==> src/rtl/mux2_rr_arbiter_pkg.sv <==
// Shared types and helpers for the two-requester round-robin mux arbiter.
package mux_arb_pkg;

   typedef enum logic [1:0] {
      ST_IDLE = 2'd0,
      ST_OWN0 = 2'd1,
      ST_OWN1 = 2'd2
   } state_t;

   // Elaboration-time ceil(log2(v)), used to size the hold counter.
   function automatic int clog2(input int v);
      int r;
      r = 0;
      for (int i = 0; i < 31; i++)
         if ((1 << i) < v) r = i + 1;
      return r;
   endfunction

endpackage

==> src/rtl/mux2_rr_arbiter_if.sv <==
// Producer-side request/data bundle and registered arbiter results.
interface mux2_rr_arbiter_if #(parameter int W = 8);
   logic         req0;
   logic         req1;
   logic [W-1:0] I0;
   logic [W-1:0] I1;
   logic         gnt0;
   logic         gnt1;
   logic         S;
   logic [W-1:0] Y;
   logic         Y_valid;

   modport master (output req0, req1, I0, I1,
                   input  gnt0, gnt1, S, Y, Y_valid);
   modport slave  (input  req0, req1, I0, I1,
                   output gnt0, gnt1, S, Y, Y_valid);
endinterface

==> src/rtl/mux2_rr_arbiter_mux2_w.sv <==
// W-bit 2:1 select path; s=1 picks b.
module mux2_w #(parameter int W = 8) (
   input  logic         s,
   input  logic [W-1:0] a,
   input  logic [W-1:0] b,
   output logic [W-1:0] y
);
   assign y = s ? b : a;
endmodule

==> src/rtl/mux2_rr_arbiter.sv <==
// Round-robin owner of a shared 2:1 mux with a bounded hold per ownership.
module mux2_rr_arbiter
   import mux_arb_pkg::*;
#(
   parameter int W        = 8,
   parameter int MAX_HOLD = 4
) (
   input  logic             clk,
   input  logic             rst_n,
   mux2_rr_arbiter_if.slave bus
);
   localparam int             CW        = clog2(MAX_HOLD + 1);
   localparam logic [CW-1:0]  HOLD_LAST = CW'(MAX_HOLD - 1);

   state_t        state;
   state_t        nxt;
   logic [CW-1:0] hold_cnt;
   logic          last;
   logic          gnt0, gnt1, sel, y_valid;
   logic [W-1:0]  y_q, mux_y;

   function automatic state_t next_state(input state_t st, input logic r0, input logic r1,
                                         input logic lst, input logic hold_done);
      state_t n;
      n = st;
      case (st)
         ST_IDLE: begin
            if (r0 && r1)  n = lst ? ST_OWN0 : ST_OWN1;
            else if (r0)   n = ST_OWN0;
            else if (r1)   n = ST_OWN1;
            else           n = ST_IDLE;
         end
         ST_OWN0: begin
            if (!r0)                  n = r1 ? ST_OWN1 : ST_IDLE;
            else if (r1 && hold_done) n = ST_OWN1;
            else                      n = ST_OWN0;
         end
         ST_OWN1: begin
            if (!r1)                  n = r0 ? ST_OWN0 : ST_IDLE;
            else if (r0 && hold_done) n = ST_OWN0;
            else                      n = ST_OWN1;
         end
         default: n = ST_IDLE;
      endcase
      return n;
   endfunction

   assign nxt = next_state(state, bus.req0, bus.req1, last, hold_cnt == HOLD_LAST);

   // Grants and select are registered from the next state so they line up with it.
   always_ff @(posedge clk or negedge rst_n) begin
      if (!rst_n) begin
         state    <= ST_IDLE;
         hold_cnt <= '0;
         last     <= 1'b1;
         gnt0     <= 1'b0;
         gnt1     <= 1'b0;
         sel      <= 1'b0;
      end else begin
         state <= nxt;
         gnt0  <= (nxt == ST_OWN0);
         gnt1  <= (nxt == ST_OWN1);
         if (nxt == ST_OWN0)      sel <= 1'b0;
         else if (nxt == ST_OWN1) sel <= 1'b1;
         if (nxt != state)
            hold_cnt <= '0;
         else if (state != ST_IDLE && hold_cnt != HOLD_LAST)
            hold_cnt <= hold_cnt + 1'b1;
         if (state != ST_IDLE && nxt != state)
            last <= (state == ST_OWN1);
      end
   end

   mux2_w #(.W(W)) u_mux (
      .s (sel),
      .a (bus.I0),
      .b (bus.I1),
      .y (mux_y)
   );

   // Y only moves while someone owns the mux; IDLE keeps the last value.
   always_ff @(posedge clk or negedge rst_n) begin
      if (!rst_n) begin
         y_q     <= '0;
         y_valid <= 1'b0;
      end else begin
         y_valid <= gnt0 | gnt1;
         if (gnt0 | gnt1) y_q <= mux_y;
      end
   end

   assign bus.gnt0    = gnt0;
   assign bus.gnt1    = gnt1;
   assign bus.S       = sel;
   assign bus.Y       = y_q;
   assign bus.Y_valid = y_valid;

endmodule

==> src/flat_wrapper.sv <==
// flat-port wrapper written by rule: the top's interface ports become plain ports
module mux2_rr_arbiter_flat import mux_arb_pkg::*;
#(
   parameter int W        = 8,
   parameter int MAX_HOLD = 4
)
  (clk, rst_n, bus_req0, bus_req1, bus_I0, bus_I1, bus_gnt0, bus_gnt1, bus_S, bus_Y, bus_Y_valid);
  mux2_rr_arbiter_if #(.W(W)) bus_i ();
  input  logic clk;
  input  logic rst_n;
  input wire logic [$bits(bus_i.req0)-1:0] bus_req0;
  input wire logic [$bits(bus_i.req1)-1:0] bus_req1;
  input wire logic [$bits(bus_i.I0)-1:0] bus_I0;
  input wire logic [$bits(bus_i.I1)-1:0] bus_I1;
  output wire logic [$bits(bus_i.gnt0)-1:0] bus_gnt0;
  output wire logic [$bits(bus_i.gnt1)-1:0] bus_gnt1;
  output wire logic [$bits(bus_i.S)-1:0] bus_S;
  output wire logic [$bits(bus_i.Y)-1:0] bus_Y;
  output wire logic [$bits(bus_i.Y_valid)-1:0] bus_Y_valid;
  assign bus_i.req0 = bus_req0;
  assign bus_i.req1 = bus_req1;
  assign bus_i.I0 = bus_I0;
  assign bus_i.I1 = bus_I1;
  assign bus_gnt0 = bus_i.gnt0;
  assign bus_gnt1 = bus_i.gnt1;
  assign bus_S = bus_i.S;
  assign bus_Y = bus_i.Y;
  assign bus_Y_valid = bus_i.Y_valid;
  mux2_rr_arbiter #(.W(W), .MAX_HOLD(MAX_HOLD)) u_core (.clk(clk), .rst_n(rst_n), .bus(bus_i));
endmodule
==> config.mk <==
export PLATFORM = sky130hd
export DESIGN_NAME = mux2_rr_arbiter_flat
export DESIGN_NICKNAME = d
export VERILOG_FILES = /design/src/rtl/mux2_rr_arbiter_pkg.sv /design/src/rtl/mux2_rr_arbiter_if.sv /design/src/rtl/mux2_rr_arbiter_mux2_w.sv /design/src/rtl/mux2_rr_arbiter.sv /design/src/flat_wrapper.sv
export SDC_FILE = /design/constraint.sdc
export NUM_CORES = 1
export LEC_CHECK = 0
export CELL_PAD_IN_SITES_DETAIL_PLACEMENT = 2
export CELL_PAD_IN_SITES_GLOBAL_PLACEMENT = 2
export CORE_UTILIZATION = 31
export DETAILED_ROUTE_END_ITERATION = 16
export HOLD_SLACK_MARGIN = 0.03
export PLACE_DENSITY = 0.82
export REMOVE_ABC_BUFFERS = 1
export SLEW_MARGIN = 20
export SYNTH_ARGS = -nofsm -noshare
export SYNTH_HDL_FRONTEND = slang
export SYNTH_HIERARCHICAL = 1
export SYNTH_SLANG_ARGS = --single-unit
==> constraint.sdc <==
create_clock -name clk -period 4.4 [get_ports clk]
set_input_delay 1.32 -clock clk [delete_from_list [all_inputs] [get_ports clk]]
set_output_delay 1.32 -clock clk [all_outputs]
set_load 0.005 [all_outputs]
==> impl_metrics.csv <==
group,metric,value,unit
outcome,status,"finished, final reports clean",
setup_path,worst-path-buf-inv,1,
global_routing,grt_pass1_vias,856,
floorplan,num_rows,20,
clocking,h-tree-depth,1,
power_and_ir_drop,pwr-share-comb,0.453,
sta,hold_violations,0,
sta,maxSlewHeadroom,0.4608,
power_and_ir_drop,power_frac_clock,0.142,
setup_path,crit_family,"flip-flops",
cells_and_area,antennaDiodeCount,0,
place,placement.cell_area,1328,um^2
clocking,clkTransAtPathRegs,0.10,ns
sta,rsz0062_at_grt,"no",
cells_and_area,fill_cells,331,
cells_and_area,finish.instance_area,1364,um^2
drt,drtAntennaViolNets,0,
drt,routed_wl,2484,um
run,cap_violations,0,
setup_path,critical_path_depth,1,
sta,fmax,342.5,MHz
floorplan,core_area,3053,um^2
sta,period_needed,2.920,ns
place,dp_hpwl,1942,um
logic_synthesis,muxShareOfSynthArea,0.2326,
global_routing,gr-total-overflow,0,
global_routing,grt_pass1_wl,4195,um
drt,drt-initial-drc-count,9,
power_and_ir_drop,switching_power,0.0002318,W
setup_path,crit_path_end_kind,"primary output",
clocking,clock_latency,0.31,ns
power_and_ir_drop,switching_share,0.3153,
setup_path,worstPathArrival,1.60,ns
floorplan,io_pins,32,
logic_synthesis,yosys_warnings,6,
setup_path,crit_path_cell_trace,"clkdlybuf4s50_1",
place,gp_congestion,0.7525,
floorplan,die_w,58.50,um
floorplan,die_area,3422,um^2
drt,first_pass_iters,4,
place,numPortBuffers,31,
floorplan,die_y,58.50,um
clocking,clkSinkCount,18,
sta,worst_pin_slew,0.8062,ns
setup_path,worstPathRequired,3.08,ns
power_and_ir_drop,vdd_drop_max,0.1722,mV
drt,drcViolationCount,0,
setup_path,slowest_delay,0.69,ns
clocking,post_cts_buffers,0,
sta,min_period_over_period,0.6635,
setup_path,r2r_cells,8,
logic_synthesis,synth-seq-cells,18,
global_routing,grt_antenna_before_repair,0,
power_and_ir_drop,seqPwrFrac,0.405,
drt,drt-vias-per-instance,4.839,
logic_synthesis,synth_top_cell_area_share,0.4298,
clocking,cts_buffer_depth,2,
logic_synthesis,synth_top_area_cell,"dfrtp_1",
logic_synthesis,yosys.area_share.simple,0.09482,
sta,slew_violations,0,
logic_synthesis,synth_area,989.7,um^2
setup_path,worstSetupPathType,"flop to primary output",
cells_and_area,layout-drive-gt1-share,0.2072,
logic_synthesis,netlist-cell-type-count,30,
logic_synthesis,synth_compound_area_frac,0.1049,
logic_synthesis,synthTopCellsByArea,"dfrtp_1 (43%), mux2_4 (12%), mux2_2 (9.1%)",
logic_synthesis,synthAdderAreaFrac,0.05057,
clocking,post_cts_resized,0,
setup_path,cp_slowest_cell,"dfrtp_1",
drt,vias,750,
floorplan,start_util,0.3242,
setup_path,startpoint_type,"flop",
logic_synthesis,postSynthCellCount,79,
sta,fin_skew,0.004891,ns
clocking,hold_buffers,0,
global_routing,grt_max_degree,19,
clocking,cts-root-buf,"clkbuf_4",
global_routing,grtUsageTotal,0.1691,
power_and_ir_drop,power_leakage,0.6032,nW
logic_synthesis,synth-seq-area-share,0.4564,
setup_path,worstPathMaxFanout,10,
logic_synthesis,synth_top_family_by_area,"multiplexers",
sta,finalSetupTns,0,ns
min_path,holdPathStages,1,
drt,wl_per_cell,16.03,um
sta,setup-violations-final,0,
power_and_ir_drop,internal-power,0.0005033,W
min_path,hold_path_class,"flop to flop",
clocking,cts_tree,"built",
cells_and_area,fin_nets,136,
clocking,numCtsBuffers,3,
cells_and_area,syn_to_final_growth,37.80,%
power_and_ir_drop,power_density,539.0,nW/um^2
logic_synthesis,syn_avg_cell_area,12.53,um^2
logic_synthesis,synth_xor_area_frac,0.01770,
## routing by layer
metal,wire (um),part of all wire,global-route usage,up-vias
met4,51,0.021,0.08163,0
met3,183,0.074,0.03516,5
met1,985,0.40,0.1972,364
li1,-,-,-,347
met5,0,0,0,-
met2,1263,0.51,0.2956,34
## final timing paths
check                                    from              end  slack, ns
hold / removal                u_core/bus.Y[4]  u_core/bus.Y[4]       0.52
hold reg to reg               u_core/bus.Y[4]  u_core/bus.Y[4]       0.52
setup / recovery                 u_core/bus.S            bus_S       1.48
setup reg to reg           u_core/hold_cnt[0]     u_core/bus.S       2.24
min in group asynchronous               rst_n  u_core/bus.Y[5]       1.47
max in group asynchronous               rst_n  u_core/bus.Y[6]       2.43
## worst register-to-register path, delay by kind of cell (launching register included)
family | cells | cell delay, ns
AND/OR/NAND/NOR | 3 | 0.43
AO/OA/AOI/OAI | 2 | 0.46
flip-flops | 1 | 0.41
adder cells (fa/ha/maj) | 3 | 0.76
## registers in the layout (all words and copies together), names as in the netlist
register and count:
u_core/state 2, u_core/bus.Y 8, u_core/bus.Y_valid 1, u_core/last 1, u_core/hold_cnt 3, u_core/bus.gnt1 1, u_core/bus.S 1, u_core/bus.gnt0 1
## synthesized netlist by cell type (all sizes together)
cell / n
a21o: 1
a221o: 1
mux2: 16
o211ai: 1
o221ai: 1
nor3b: 1
buf: 3
dfstp: 1
dfrtp: 17
inv: 4
a221oi: 1
nand2: 2
nand3b: 2
xor2: 2
nand2b: 2
o21bai: 1
and3: 1
o31ai: 1
o21ai: 1
o211a: 1
nand3: 1
a21oi: 3
nor2b: 3
o32a: 1
nor2: 5
ha: 4
mux2i: 2
## kinds of logic after synthesis
group | count (synthesis)
xor gates and xnor gates | 2
buffers and inverters | 7
adders and majority gates | 4
muxes | 18
AOI/OAI and AO/OA | 13
DFF | 18
and+or+nand+nor | 17
## layout by cell type, fill, tap and decap left out, types with 2 or more instances in the layout
cell type	netlist	layout
clkdlybuf4s50_1	0	31
dfrtp_1	17	17
mux2_2	8	8
mux2_4	8	8
nor2_1	4	4
inv_1	4	4
ha_1	4	4
clkbuf_4	0	3
nor2b_1	3	3
a21oi_1	3	3
nand2b_1	2	2
nand2_1	2	2
nand3b_1	2	2
xor2_1	2	2
mux2i_1	2	2
## per-stage QoR
stage	utilization	cells	power [W]	setup slack, ns	hold WS [ns]
floorplan	-	76	0.0004701	2.093	0.5042
global placement	0.4348	151	0.0006195	1.456	0.4858
detailed placement	0.4348	151	0.0006420	1.355	0.4983
CTS	0.4467	155	0.0007542	1.419	0.5242
global route	0.4467	155	0.0007932	1.370	0.5441
finish	0.4467	155	0.0007351	1.480	0.5180
## power groups by stage
stage | registers, W | clock network, W | logic (W)
CTS | 0.000301 | 0.000113 | 0.000340
floorplan | 0.000295 | 0 | 0.000175
global placement | 0.000298 | 0 | 0.000321
detailed placement | 0.000304 | 0 | 0.000338
global route | 0.000310 | 0.000115 | 0.000369
finish | 0.000298 | 0.000105 | 0.000333
## area by class of cell
class | instances | area [um^2] | area share
Tap cell | 44 | 55.05 | 0.04037
Sequential cell | 18 | 451.7 | 0.3312
Inverter | 4 | 15.01 | 0.01101
Multi-Input combinational cell | 54 | 495.5 | 0.3633
Clock buffer | 4 | 36.28 | 0.02661
Timing Repair Buffer | 31 | 310.3 | 0.2275
Power figures use the tool's default switching activity.
